==> src/rtl/alu_sched_pkg.sv <==
// alu_sched_pkg: state, op and requester constants plus a one-hot helper shared by the scheduler files
package alu_sched_pkg;
  localparam logic [1:0] IDLE = 2'd0, EXEC = 2'd1, RESP = 2'd2;
  localparam logic OP_ADD = 1'b0, OP_LDH = 1'b1;
  localparam logic REQ0 = 1'b0, REQ1 = 1'b1;
  function automatic logic [1:0] onehot2(input logic idx);
    return idx ? 2'b10 : 2'b01;
  endfunction
endpackage

==> src/rtl/alu_scheduler_if.sv <==
// alu_scheduler_if: request/ALU/response bundle; slave = scheduler side, master = requesters+ALU side
interface alu_scheduler_if #(parameter int WIDTH = 16);
  logic [1:0] req_valid, req_ready, rsp_valid, rsp_ready;
  logic [WIDTH-1:0] req0_a, req0_b, req1_a, req1_b, alu_a, alu_b, alu_result, rsp_result;
  logic req0_op, req1_op, alu_op, alu_update, busy;
  logic [15:0] ops_done;
  modport slave (
    input req_valid, req0_a, req0_b, req0_op, req1_a, req1_b, req1_op, alu_result, rsp_ready,
    output req_ready, alu_a, alu_b, alu_op, alu_update, rsp_valid, rsp_result, busy, ops_done
  );
  modport master (
    output req_valid, req0_a, req0_b, req0_op, req1_a, req1_b, req1_op, alu_result, rsp_ready,
    input req_ready, alu_a, alu_b, alu_op, alu_update, rsp_valid, rsp_result, busy, ops_done
  );
endinterface

==> src/rtl/rr_arbiter2.sv <==
// rr_arbiter2: two-way round-robin pick; i_req/i_last_grant in, one-hot o_grant and o_grant_idx out
module rr_arbiter2
  import alu_sched_pkg::*;
(
  input  logic [1:0] i_req,
  input  logic       i_last_grant,
  output logic [1:0] o_grant,
  output logic       o_grant_idx
);
  assign o_grant_idx = &i_req ? ~i_last_grant : i_req[1];
  assign o_grant = |i_req ? onehot2(o_grant_idx) : 2'b00;
endmodule

==> src/rtl/alu_scheduler.sv <==
// alu_scheduler: shares one ALU between two requesters (IDLE->EXEC->RESP); ports clk, rst, bus (alu_scheduler_if.slave)
module alu_scheduler
  import alu_sched_pkg::*;
#(
  parameter int WIDTH = 16
) (
  input logic clk,
  input logic rst,
  alu_scheduler_if.slave bus
);
  logic [1:0] r_state, r_rsp_valid, w_grant;
  logic r_last, r_owner, r_alu_op, w_idx, w_accept, w_done;
  logic [WIDTH-1:0] r_alu_a, r_alu_b, r_result;
  logic [15:0] r_ops;
  rr_arbiter2 u_arb (
    .i_req(bus.req_valid),
    .i_last_grant(r_last),
    .o_grant(w_grant),
    .o_grant_idx(w_idx)
  );
  assign w_accept = r_state == IDLE && |bus.req_valid;
  assign w_done = r_state == RESP && bus.rsp_ready[r_owner];
  always_ff @(posedge clk or posedge rst) begin
    if (rst) begin
      r_state <= IDLE;
      r_last <= REQ1;
      r_owner <= REQ0;
      r_alu_a <= '0;
      r_alu_b <= '0;
      r_alu_op <= OP_ADD;
      r_rsp_valid <= 2'b00;
      r_result <= '0;
      r_ops <= '0;
    end else if (w_accept) begin
      r_alu_a <= w_idx ? bus.req1_a : bus.req0_a;
      r_alu_b <= w_idx ? bus.req1_b : bus.req0_b;
      r_alu_op <= w_idx ? bus.req1_op : bus.req0_op;
      r_owner <= w_idx;
      r_state <= EXEC;
    end else if (r_state == EXEC) begin
      r_result <= bus.alu_result;
      r_rsp_valid <= onehot2(r_owner);
      r_state <= RESP;
    end else if (w_done) begin
      r_rsp_valid <= 2'b00;
      r_last <= r_owner;
      r_ops <= r_ops + {15'd0, ~&r_ops};
      r_state <= IDLE;
    end
  end
  assign bus.req_ready = r_state == IDLE ? w_grant : 2'b00;
  assign bus.alu_a = r_alu_a;
  assign bus.alu_b = r_alu_b;
  assign bus.alu_op = r_alu_op;
  assign bus.alu_update = r_state == EXEC;
  assign bus.rsp_valid = r_rsp_valid;
  assign bus.rsp_result = r_result;
  assign bus.busy = r_state != IDLE;
  assign bus.ops_done = r_ops;
endmodule

==> src/flat_wrapper.sv <==
// flat-port wrapper written by rule: the top's interface ports become plain ports
module alu_scheduler_flat import alu_sched_pkg::*;
#(
  parameter int WIDTH = 16
)
  (clk, rst, bus_req_valid, bus_req0_a, bus_req0_b, bus_req0_op, bus_req1_a, bus_req1_b, bus_req1_op, bus_alu_result, bus_rsp_ready, bus_req_ready, bus_alu_a, bus_alu_b, bus_alu_op, bus_alu_update, bus_rsp_valid, bus_rsp_result, bus_busy, bus_ops_done);
  alu_scheduler_if #(.WIDTH(WIDTH)) bus_i ();
  input logic clk;
  input logic rst;
  input wire logic [$bits(bus_i.req_valid)-1:0] bus_req_valid;
  input wire logic [$bits(bus_i.req0_a)-1:0] bus_req0_a;
  input wire logic [$bits(bus_i.req0_b)-1:0] bus_req0_b;
  input wire logic [$bits(bus_i.req0_op)-1:0] bus_req0_op;
  input wire logic [$bits(bus_i.req1_a)-1:0] bus_req1_a;
  input wire logic [$bits(bus_i.req1_b)-1:0] bus_req1_b;
  input wire logic [$bits(bus_i.req1_op)-1:0] bus_req1_op;
  input wire logic [$bits(bus_i.alu_result)-1:0] bus_alu_result;
  input wire logic [$bits(bus_i.rsp_ready)-1:0] bus_rsp_ready;
  output wire logic [$bits(bus_i.req_ready)-1:0] bus_req_ready;
  output wire logic [$bits(bus_i.alu_a)-1:0] bus_alu_a;
  output wire logic [$bits(bus_i.alu_b)-1:0] bus_alu_b;
  output wire logic [$bits(bus_i.alu_op)-1:0] bus_alu_op;
  output wire logic [$bits(bus_i.alu_update)-1:0] bus_alu_update;
  output wire logic [$bits(bus_i.rsp_valid)-1:0] bus_rsp_valid;
  output wire logic [$bits(bus_i.rsp_result)-1:0] bus_rsp_result;
  output wire logic [$bits(bus_i.busy)-1:0] bus_busy;
  output wire logic [$bits(bus_i.ops_done)-1:0] bus_ops_done;
  assign bus_i.req_valid = bus_req_valid;
  assign bus_i.req0_a = bus_req0_a;
  assign bus_i.req0_b = bus_req0_b;
  assign bus_i.req0_op = bus_req0_op;
  assign bus_i.req1_a = bus_req1_a;
  assign bus_i.req1_b = bus_req1_b;
  assign bus_i.req1_op = bus_req1_op;
  assign bus_i.alu_result = bus_alu_result;
  assign bus_i.rsp_ready = bus_rsp_ready;
  assign bus_req_ready = bus_i.req_ready;
  assign bus_alu_a = bus_i.alu_a;
  assign bus_alu_b = bus_i.alu_b;
  assign bus_alu_op = bus_i.alu_op;
  assign bus_alu_update = bus_i.alu_update;
  assign bus_rsp_valid = bus_i.rsp_valid;
  assign bus_rsp_result = bus_i.rsp_result;
  assign bus_busy = bus_i.busy;
  assign bus_ops_done = bus_i.ops_done;
  alu_scheduler #(.WIDTH(WIDTH)) u_core (.clk(clk), .rst(rst), .bus(bus_i));
endmodule
==> config.mk <==
export PLATFORM = sky130hd
export DESIGN_NAME = alu_scheduler_flat
export DESIGN_NICKNAME = d
export VERILOG_FILES = /design/src/rtl/alu_sched_pkg.sv /design/src/rtl/alu_scheduler_if.sv /design/src/rtl/rr_arbiter2.sv /design/src/rtl/alu_scheduler.sv /design/src/flat_wrapper.sv
export SDC_FILE = /design/constraint.sdc
export NUM_CORES = 1
export LEC_CHECK = 0
export CAP_MARGIN = 20
export CELL_PAD_IN_SITES_DETAIL_PLACEMENT = 0
export CELL_PAD_IN_SITES_GLOBAL_PLACEMENT = 1
export CORE_MARGIN = 2
export CORE_UTILIZATION = 30
export CTS_CLUSTER_DIAMETER = 200
export DETAILED_ROUTE_END_ITERATION = 10
export PLACE_DENSITY_LB_ADDON = 0.1
export SYNTH_ARGS = -nofsm -noshare
export SYNTH_HDL_FRONTEND = slang
export SYNTH_HIERARCHICAL = 1
export SYNTH_SLANG_ARGS = --single-unit
==> constraint.sdc <==
create_clock -name clk -period 4.2 [get_ports clk]
set_clock_uncertainty 0.05 [all_clocks]
set_input_delay 0.42 -clock clk [delete_from_list [all_inputs] [get_ports clk]]
set_output_delay 0.42 -clock clk [all_outputs]
set_load 0.01 [all_outputs]
==> run_results.csv <==
group,metric,value,unit
clock_tree,htreeDepth,3,
finish,diodes,0,
timing,fin_crit_sh,0.640,
synth,synth_cell_types,29,
finish,fin_nets,558,
timing,relSlewSlack,0.300,
floorplanning,die_height,107,microns
placed_design,portBuffers,158,
worst_setup_path,critPathCaptureType,"primary output",
worst_setup_path,required,3.73,ns
power_and_ir_drop,power_density,598,nW/um^2
detailed_routing,dr_total_vias,2697,
worst_setup_path,crit_arrival,2.22,ns
global_routing,grt_usage,0.155,
worst_setup_path,cp_max_fo,20,
synth,synth_top_area_frac,0.552,
timing,slew_viol_final,0,
synth,ys_ff_latch,71,
floorplanning,num_rows,37,
floorplanning,dieArea,11400,sq um
status,outcome,"finished clean",
worst_setup_path,cp-start-kind,"flip-flop",
detailed_routing,drt-total-wl,8.52,mm
floorplanning,core_area,10300,sq um
global_routing,grt_pass1_vias,2682,
clock_tree,cts_tree,"yes",
worst_hold_path,hp-class,"reg -> reg",
synth,async_reset_ff_frac,1.00,
synth,syn-cell-area,3170,sq um
power_and_ir_drop,p_leak,2.19,nW
clock_tree,clock-sinks,71,
timing,setup_viol,0,
detailed_routing,drt_iter0_drc,107,
clock_tree,ctsHoldBuffers,0,
placed_design,dp_hpwl,6.26,mm
clock_tree,post_cts_buffers,0,
worst_setup_path,critical_path_class,"reg -> out",
synth,yosys_warnings,6,
power_and_ir_drop,ir_drop,0.257,mV
clock_tree,clk_pin_slew,0.07,ns
power_and_ir_drop,switchingPower,0.00107,W
worst_setup_path,r2r_cells,9,
synth,synthTopCellsByArea,"dfrtp_1 55%, mux2i_1 10%, nand2_1 6.5%",
power_and_ir_drop,switching_share,0.352,
power_and_ir_drop,power_frac_comb,0.464,
clock_tree,cts_resized,0,
timing,post-route-min-period,2.69,ns
global_routing,grt_overflow,0,
floorplanning,start_util,0.309,
global_routing,grt_pass1_wl,13.6,mm
placed_design,globalplace.congestion,0.785,
detailed_routing,post_drt_wl_per_cell,14.0,microns
synth,ys_seq_area_frac,0.560,
timing,fin_tns_setup,0,ns
timing,rsz0062_at_grt,"false",
clock_tree,cts_made_buffers,9,
power_and_ir_drop,seqPwrFrac,0.381,
detailed_routing,drcViolationCount,0,
synth,syn_nets,399,
job,max_cap_viol_count,0,
synth,synth_common_cells,"70 x dfrtp_1, 55 x nand2_1, 39 x nor2_1",
finish,layoutNonFillerInstCount,608,
worst_hold_path,min_path_cells,2,
detailed_routing,final_antenna_net_count,0,
finish,post_route_cells_drive_above_1_share,0.0551,
synth,synth.most_common_cell,"dfrtp_1",
timing,hold_violations,0,
floorplanning,die_x,107,microns
floorplanning,ios,159,
synth,synth-edff-count,0,
synth,ys.flop_type,"dfrtp_1",
timing,max_clock_freq,372,MHz
global_routing,antenna_found_initial,0,
synth,avgSynthCellArea,10.3,sq um
global_routing,grt_max_degree,45,
finish,syn2layout_area_growth,59.8,%
clock_tree,clk_latency,0.34,ns
power_and_ir_drop,power_frac_clock,0.155,
timing,worst_pin_slew,1.05,ns
detailed_routing,routed_via_density,4.44,
detailed_routing,detail_route.first_pass.iterations,4,
synth,synthCells,308,
placed_design,dp_cells,592,
clock_tree,cts_root_buf,"clkbuf_8",
clock_tree,clock_path_buffers,2,
synth,synth_top_cell_by_area,"dfrtp_1",
power_and_ir_drop,internal_power,0.00197,W
-- power by group through the flow --
| stage | sequential (W) | combinational [W] | clock [W] |
|---|---|---|---|
| 2_1_floorplan | 0.00127 | 0.000540 | 0 |
| 3_3_place_gp | 0.00116 | 0.00142 | 0 |
| 3_5_place_dp | 0.00117 | 0.00143 | 0 |
| 4_1_cts | 0.00116 | 0.00143 | 0.000495 |
| 5_1_grt | 0.00120 | 0.00156 | 0.000521 |
| 6_report | 0.00115 | 0.00141 | 0.000471 |
-- cells by family (layout without fill, tap and decap cells) --
kind of cell / after synthesis / in the layout / synth area share
flops: 71 / 71 / 0.560
fa+ha+maj: 3 / 3 / 0.0118
mux: 37 / 37 / 0.119
simple gates: 120 / 120 / 0.172
buf+inv: 21 / 185 / 0.0280
compound gates: 42 / 42 / 0.0706
xor+xnor: 14 / 14 / 0.0386
-- sequential cells by signal, indices dropped and copies added, names as in the netlist --
| signal | cells |
|---|---|
| u_core/bus.alu_op | 1 |
| u_core/r_last | 1 |
| u_core/bus.ops_done | 16 |
| u_core/r_owner | 1 |
| u_core/bus.rsp_valid | 2 |
| u_core/bus.rsp_result | 16 |
| u_core/bus.alu_b | 16 |
| u_core/bus.alu_a | 16 |
| u_core/r_state | 2 |
-- through the flow --
| step | utilization | setup WS, ns | hold slack (ns) | area [sq um] | total power [W] |
|---|---|---|---|---|---|
| CTS | 0.493 | 1.47 | 0.428 | 5070 | 0.00309 |
| global placement | 0.478 | 1.56 | 0.406 | 4910 | 0.00258 |
| detailed placement | 0.478 | 1.52 | 0.411 | 4910 | 0.00260 |
| floorplan | - | 1.94 | 0.454 | 3170 | 0.00181 |
| global route | 0.493 | 1.30 | 0.446 | 5070 | 0.00328 |
| finish | 0.493 | 1.51 | 0.423 | 5070 | 0.00303 |
-- routing by layer --
layer | track usage | wire [microns] | vias to the layer above
li1 | - | - | 1352
met1 | 0.195 | 3680 | 1234
met2 | 0.237 | 3950 | 102
met3 | 0.0541 | 759 | 9
met4 | 0.0724 | 126 | 0
met5 | 0 | 0 | -
-- placed cells by master, fill, tap and decap left out, types with 2 or more instances in the layout --
master	instances
ha_1	3
a21boi_1	2
a21oi_1	35
buf_4	5
mux2i_1	33
nor2_1	39
nor4_4	2
mux2_2	3
xnor2_1	11
nand2_1	55
and2_1	2
dfrtp_1	70
clkbuf_1	5
and3_1	3
nand3_1	6
clkbuf_8	10
nand2b_1	2
clkdlybuf4s50_1	158
xor2_1	3
inv_1	4
nand4_1	7
and4_1	3
-- worst max-delay path, cell delays in order (launching register included) --
cell and delay (ns):
dfrtp_1 0.40, nand2b_1 0.13, buf_4 0.23, clkinv_1 0.48, clkdlybuf4s50_1 0.64
-- layout make-up --
| type | instances | area (sq um) |
|---|---|---|
| Fill cell | 1007 | 5210 |
| Sequential cell | 71 | 1780 |
| Tap cell | 136 | 170 |
| Clock buffer | 15 | 156 |
| Inverter | 6 | 22.5 |
| Clock inverter | 1 | 5.00 |
| Timing Repair Buffer | 163 | 1620 |
| Multi-Input combinational cell | 216 | 1320 |
-- final timing paths --
path | from | to | slack, ns
max | u_core/r_state[1] | bus_alu_update | 1.51
min | u_core/bus.rsp_result[10] | u_core/bus.rsp_result[10] | 0.42
max reg2reg | u_core/bus.ops_done[6] | u_core/bus.ops_done[14] | 1.82
min reg2reg | u_core/bus.rsp_result[10] | u_core/bus.rsp_result[10] | 0.42
max in group asynchronous | rst | u_core/r_last | 2.67
min in group asynchronous | rst | u_core/bus.alu_a[1] | 0.56
No activity file was read; power rests on OpenSTA's default activity.
==> variant 1, RTL diff (config.mk and constraints unchanged) <==
`WIDTH` is set to 16 in 3 places; all go to 24.
--- a/src/rtl/alu_scheduler_if.sv
+++ b/src/rtl/alu_scheduler_if.sv
@@ -1,5 +1,5 @@
 // alu_scheduler_if: request/ALU/response bundle; slave = scheduler side, master = requesters+ALU side
-interface alu_scheduler_if #(parameter int WIDTH = 16);
+interface alu_scheduler_if #(parameter int WIDTH = 24);
   logic [1:0] req_valid, req_ready, rsp_valid, rsp_ready;
   logic [WIDTH-1:0] req0_a, req0_b, req1_a, req1_b, alu_a, alu_b, alu_result, rsp_result;
   logic req0_op, req1_op, alu_op, alu_update, busy;
--- a/src/rtl/alu_scheduler.sv
+++ b/src/rtl/alu_scheduler.sv
@@ -2,7 +2,7 @@
 module alu_scheduler
   import alu_sched_pkg::*;
 #(
-  parameter int WIDTH = 16
+  parameter int WIDTH = 24
 ) (
   input logic clk,
   input logic rst,
--- a/src/flat_wrapper.sv
+++ b/src/flat_wrapper.sv
@@ -1,7 +1,7 @@
 // flat-port wrapper written by rule: the top's interface ports become plain ports
 module alu_scheduler_flat import alu_sched_pkg::*;
 #(
-  parameter int WIDTH = 16
+  parameter int WIDTH = 24
 )
   (clk, rst, bus_req_valid, bus_req0_a, bus_req0_b, bus_req0_op, bus_req1_a, bus_req1_b, bus_req1_op, bus_alu_result, bus_rsp_ready, bus_req_ready, bus_alu_a, bus_alu_b, bus_alu_op, bus_alu_update, bus_rsp_valid, bus_rsp_result, bus_busy, bus_ops_done);
   alu_scheduler_if #(.WIDTH(WIDTH)) bus_i ();
Interface: changed (8 resized); port bits go from 159 to 223. No check against the original RTL was run, so the function may have changed too.
==> variant 1 against the unedited design <==
- sequential power up 37%
- clock power up 78%
- first-iteration DRC count up 32%
- wire length up 40%
- cell count up 34%
- total power up 45%
- cell area up 36%
- largest power group unchanged
- synthesized area up 32%
- utilization up 0.85 points
- worst setup slack worse by 0.29 ns
- sequential cell count up 24
- die area up 31%
==> variant 1: results (changes against the unedited design) <==
grt_max_degree: 76  # +69%
routed_wl_um: 11900  # +40%
fin_cells: 813  # +34%
synthTopCellsByArea: "dfrtp_1 56%, mux2i_1 12%, nand2_1 7.3%"
multi_input_area_share: 0.248  # -0.0122
clock-root-buffer: "clkbuf_16"
gp_congestion: 0.737  # -6.1%
regArea_um2: 2380  # +34%
layout.clock_buffers: 11  # -4
ys_seq_area_frac: 0.568  # +0.00837
regToRegStartpoint: "u_core/bus.ops_done[7]"
fillers: 1336  # +33%
status: "finished, final reports clean"
inverters: 4  # -2
grt_pass1_wl_um: 18100  # +33%
worst_ep_arrival_time_ns: 2.51  # +0.29 ns
crit_fanout: 28  # +40%
final_nets: 759  # +36%
synth_commonest_cells: "94 x dfrtp_1, 81 x nand2_1, 54 x nor2_1"
drive_gt1_frac: 0.0521  # -0.00295
syn-num-nets: 542  # +36%
final-nonclk-buf-share: 0.328  # +0.00869
avgSynthCellArea_um2: 10.2  # -1.2%
synth_cell_types: 30  # +3.4%
ys_seq_elements: 95  # +34%
worst_r2r_endpoint: "u_core/bus.ops_done[6]"
power_leakage_uw: 0.00298  # +36%
nMultiInputCombCells: 290  # +34%
pre_cts_ws_ns: 1.56  # +0.0322 ns
clock_area_frac: 0.0447  # +0.0129
synthToLayoutAreaGrowth_pct: 65.2
vdd_drop_max_mv: 0.290  # +13%
io_buffers: 222  # +41%
drt_iter0_markers: 141  # +32%
grt.total_usage: 0.160  # +0.00500
cpPeakStageDelay_ns: 0.69  # +0.05 ns
synthCells: 411  # +33%
whs_ns: 0.412  # -0.0116 ns
-- variant 1: cell types whose count changed in the layout (fill, tap and decap cells not counted), moves of 3 or more --
cell             unedited run  this run
nand2_1                    55        81
nor2_1                     39        54
and3_1                      3         0
a21oi_1                    35        51
clkdlybuf4s50_1           158       222
dfrtp_1                    70        94
mux2i_1                    33        50
clkbuf_8                   10         2
clkbuf_16                   0         9
clkbuf_1                    5         0
-- variant 1: where the power goes --
part	internal, uW	switching, uW	total (uW)	leakage [uW]
combinational	1080	922	2000	0.00171
clock	493	347	840	0.000152
sequential	1330	249	1570	0.00111
total	2900	1520	4410	0.00298
-- variant 1: cells by family after synthesis --
group | share of synthesized area
mux | 0.128
fa+ha+maj | 0.00897
flops | 0.568
simple gates | 0.167
buf+inv | 0.0260
compound gates | 0.0727
xor+xnor | 0.0293
-- variant 1: layer usage --
metal  GRT usage  wire length [um]  vias up
li1            -                 -     1807
met1       0.192              4930     1702
met2       0.252              5510      138
met3      0.0618              1230       15
met4      0.0726               279        0
met5           0                 0        -
==> variant 2, RTL diff (same settings) <==
Without the edit above. Reset style: synchronous (`rst`), changed in one clocked block.
--- a/src/rtl/alu_scheduler.sv
+++ b/src/rtl/alu_scheduler.sv
@@ -20,7 +20,7 @@
   );
   assign w_accept = r_state == IDLE && |bus.req_valid;
   assign w_done = r_state == RESP && bus.rsp_ready[r_owner];
-  always_ff @(posedge clk or posedge rst) begin
+  always_ff @(posedge clk) begin
     if (rst) begin
       r_state <= IDLE;
       r_last <= REQ1;
Formal check against the unedited RTL: differs if rst is asserted again (counterexample within 4 cycles, from zero or initial values and one cycle with rst high); with rst held inactive, the same outputs for 10 cycles.
==> variant 2 against the unedited design <==
- sequential cell count stayed put
- worst setup slack worse by 0.40 ns
- wire length rose by 1.6%
- critical path type unchanged
- highest routed layer unchanged
- cell area fell by 2.5%
- sequential share of layout area shrank 6.3 points
- utilization is 0.77 points higher
- synthesized area decreased by 3.0%
Power is not compared: it rests on default switching activity, and its combinational part moved more than twofold at a synthesized area within 25%.
==> variant 2: results (changes against the unedited design) <==
grt_max_degree: 46  # +2.2%
num_antenna_cells: 0  # unchanged
worst_ep_arrival_time_ns: 2.61  # +0.39 ns
tightest_slew_ns: 0.999  # -0.0479 ns
status: "finished, final reports clean"
grt_use_met1: 0.183  # -0.0124
cts.clk_slew.worst_paths_ns: 0.07  # about the same
cts_made_buffers: 9  # unchanged
dp_hpwl_um: 6460  # +3.2%
yosys_warnings: 6  # unchanged
whs_ns: 0.404  # -0.0194 ns
gr-usage-met2: 0.267  # +0.0302
antenna_found_initial: 0  # unchanged
final_nets: 583  # +4.5%
grt.total_usage: 0.159  # +0.00432
worstSkewPairLatency_ns: 0.34  # about the same
wl_met3_um: 742  # -2.2%
grt_pass1_vias: 2905  # +8.3%
regToRegStartpoint: "u_core/bus.ops_done[7]"
synth_largest_area_cell: "dfxtp_1"
vias: 2944  # +9.2%
wl_met2_um: 3990  # +1.2%
min_to: "u_core/bus.rsp_result[15]"
dr.pass1.iters: 4  # unchanged
crit_end: "bus_alu_update"
synthTopCellsByArea: "dfxtp_1 46%, mux2i_1 12%, a211oi_1 8.3%"
startpoint: "u_core/r_state[1]"
cp_slowest_cell: "clkinv_1"
post_cts_resized: 0  # unchanged
worst_r2r_endpoint: "u_core/bus.ops_done[8]"
use_met3: 0.0569  # +0.00279
syn-num-nets: 433  # +8.5%
gp_congestion: 0.728  # -7.2%
dr.max_layer_used: "met4"
drt_iter0_markers: 86  # -20%
post-cts-setup-buffers: 0  # unchanged
ctsHoldBuffers: 0  # unchanged
ys_seq_area_frac: 0.462  # -0.0985
wire_per_inst_um: 13.7  # -1.9%
synth_cell_types: 38  # +31%
drt-met1-wl_um: 3780  # +2.6%
drive_gt1_frac: 0.0523  # -0.00277
async_flop_share: 0  # -1.00
r2r_slack_ns: 1.68  # -0.14 ns
grt_pass1_wl_um: 14100  # +3.8%
min_from: "u_core/bus.rsp_result[15]"
synth_commonest_cells: "71 x dfxtp_1, 44 x nor2_1, 42 x nand2_1"
[variant 2: cell count changes in the layout (fill, tap and decap cells not counted), sizes merged, moves of 6 or more]
cell	unedited run	this run
xnor2	11	5
dfxtp	0	71
o21ai	1	7
or3	0	8
a21oi	35	29
nand2	55	42
dfrtp	70	0
a211oi	0	34
[variant 2: worst max-delay path: cells and delay by family, from the launching register on]
family	cells	cell delay, ns
AND/OR/NAND/NOR	1	0.61
buffers and inverters	2	1.26
flip-flops	1	0.40
[variant 2: through the flow]
stage,std cells,setup WS (ns),power (uW),area (um2),util
3_3_place_gp,614,1.45,1250,4750,0.481
2_1_floorplan,342,1.94,1010,3080,-
4_1_cts,630,1.05,1810,4940,0.501
3_5_place_dp,614,1.44,1260,4750,0.481
6_report,630,1.12,1780,4940,0.501
5_1_grt,630,0.869,1890,4940,0.501
[variant 2: cell type report]
type / instances / area (um2)
Sequential cell: 71 / 1420
Clock buffer: 10 / 138
Inverter: 4 / 15.0
Fill cell: 956 / 4920
Clock inverter: 6 / 60.1
Multi-Input combinational cell: 245 / 1540
Timing Repair Buffer: 161 / 1600
Tap cell: 133 / 166
[variant 2: logic make-up (layout without fill, tap and decap cells)]
logic type / Yosys count / count (layout) / synth area share
AND/OR/NAND/NOR: 121 / 121 / 0.185
AO/OA/AOI/OAI: 78 / 78 / 0.161
flip-flops: 71 / 71 / 0.462
multiplexers: 38 / 38 / 0.125
buffers and inverters: 26 / 181 / 0.0410
XOR/XNOR: 5 / 5 / 0.0142
adder cells (fa/ha/maj): 3 / 3 / 0.0122
[variant 2: power by group through the flow]
stage / registers [uW] / clock network (uW) / logic, uW
global route: 787 / 595 / 507
global placement: 790 / 0 / 462
floorplan: 816 / 0 / 189
detailed placement: 791 / 0 / 467
finish: 776 / 547 / 461
CTS: 777 / 569 / 468
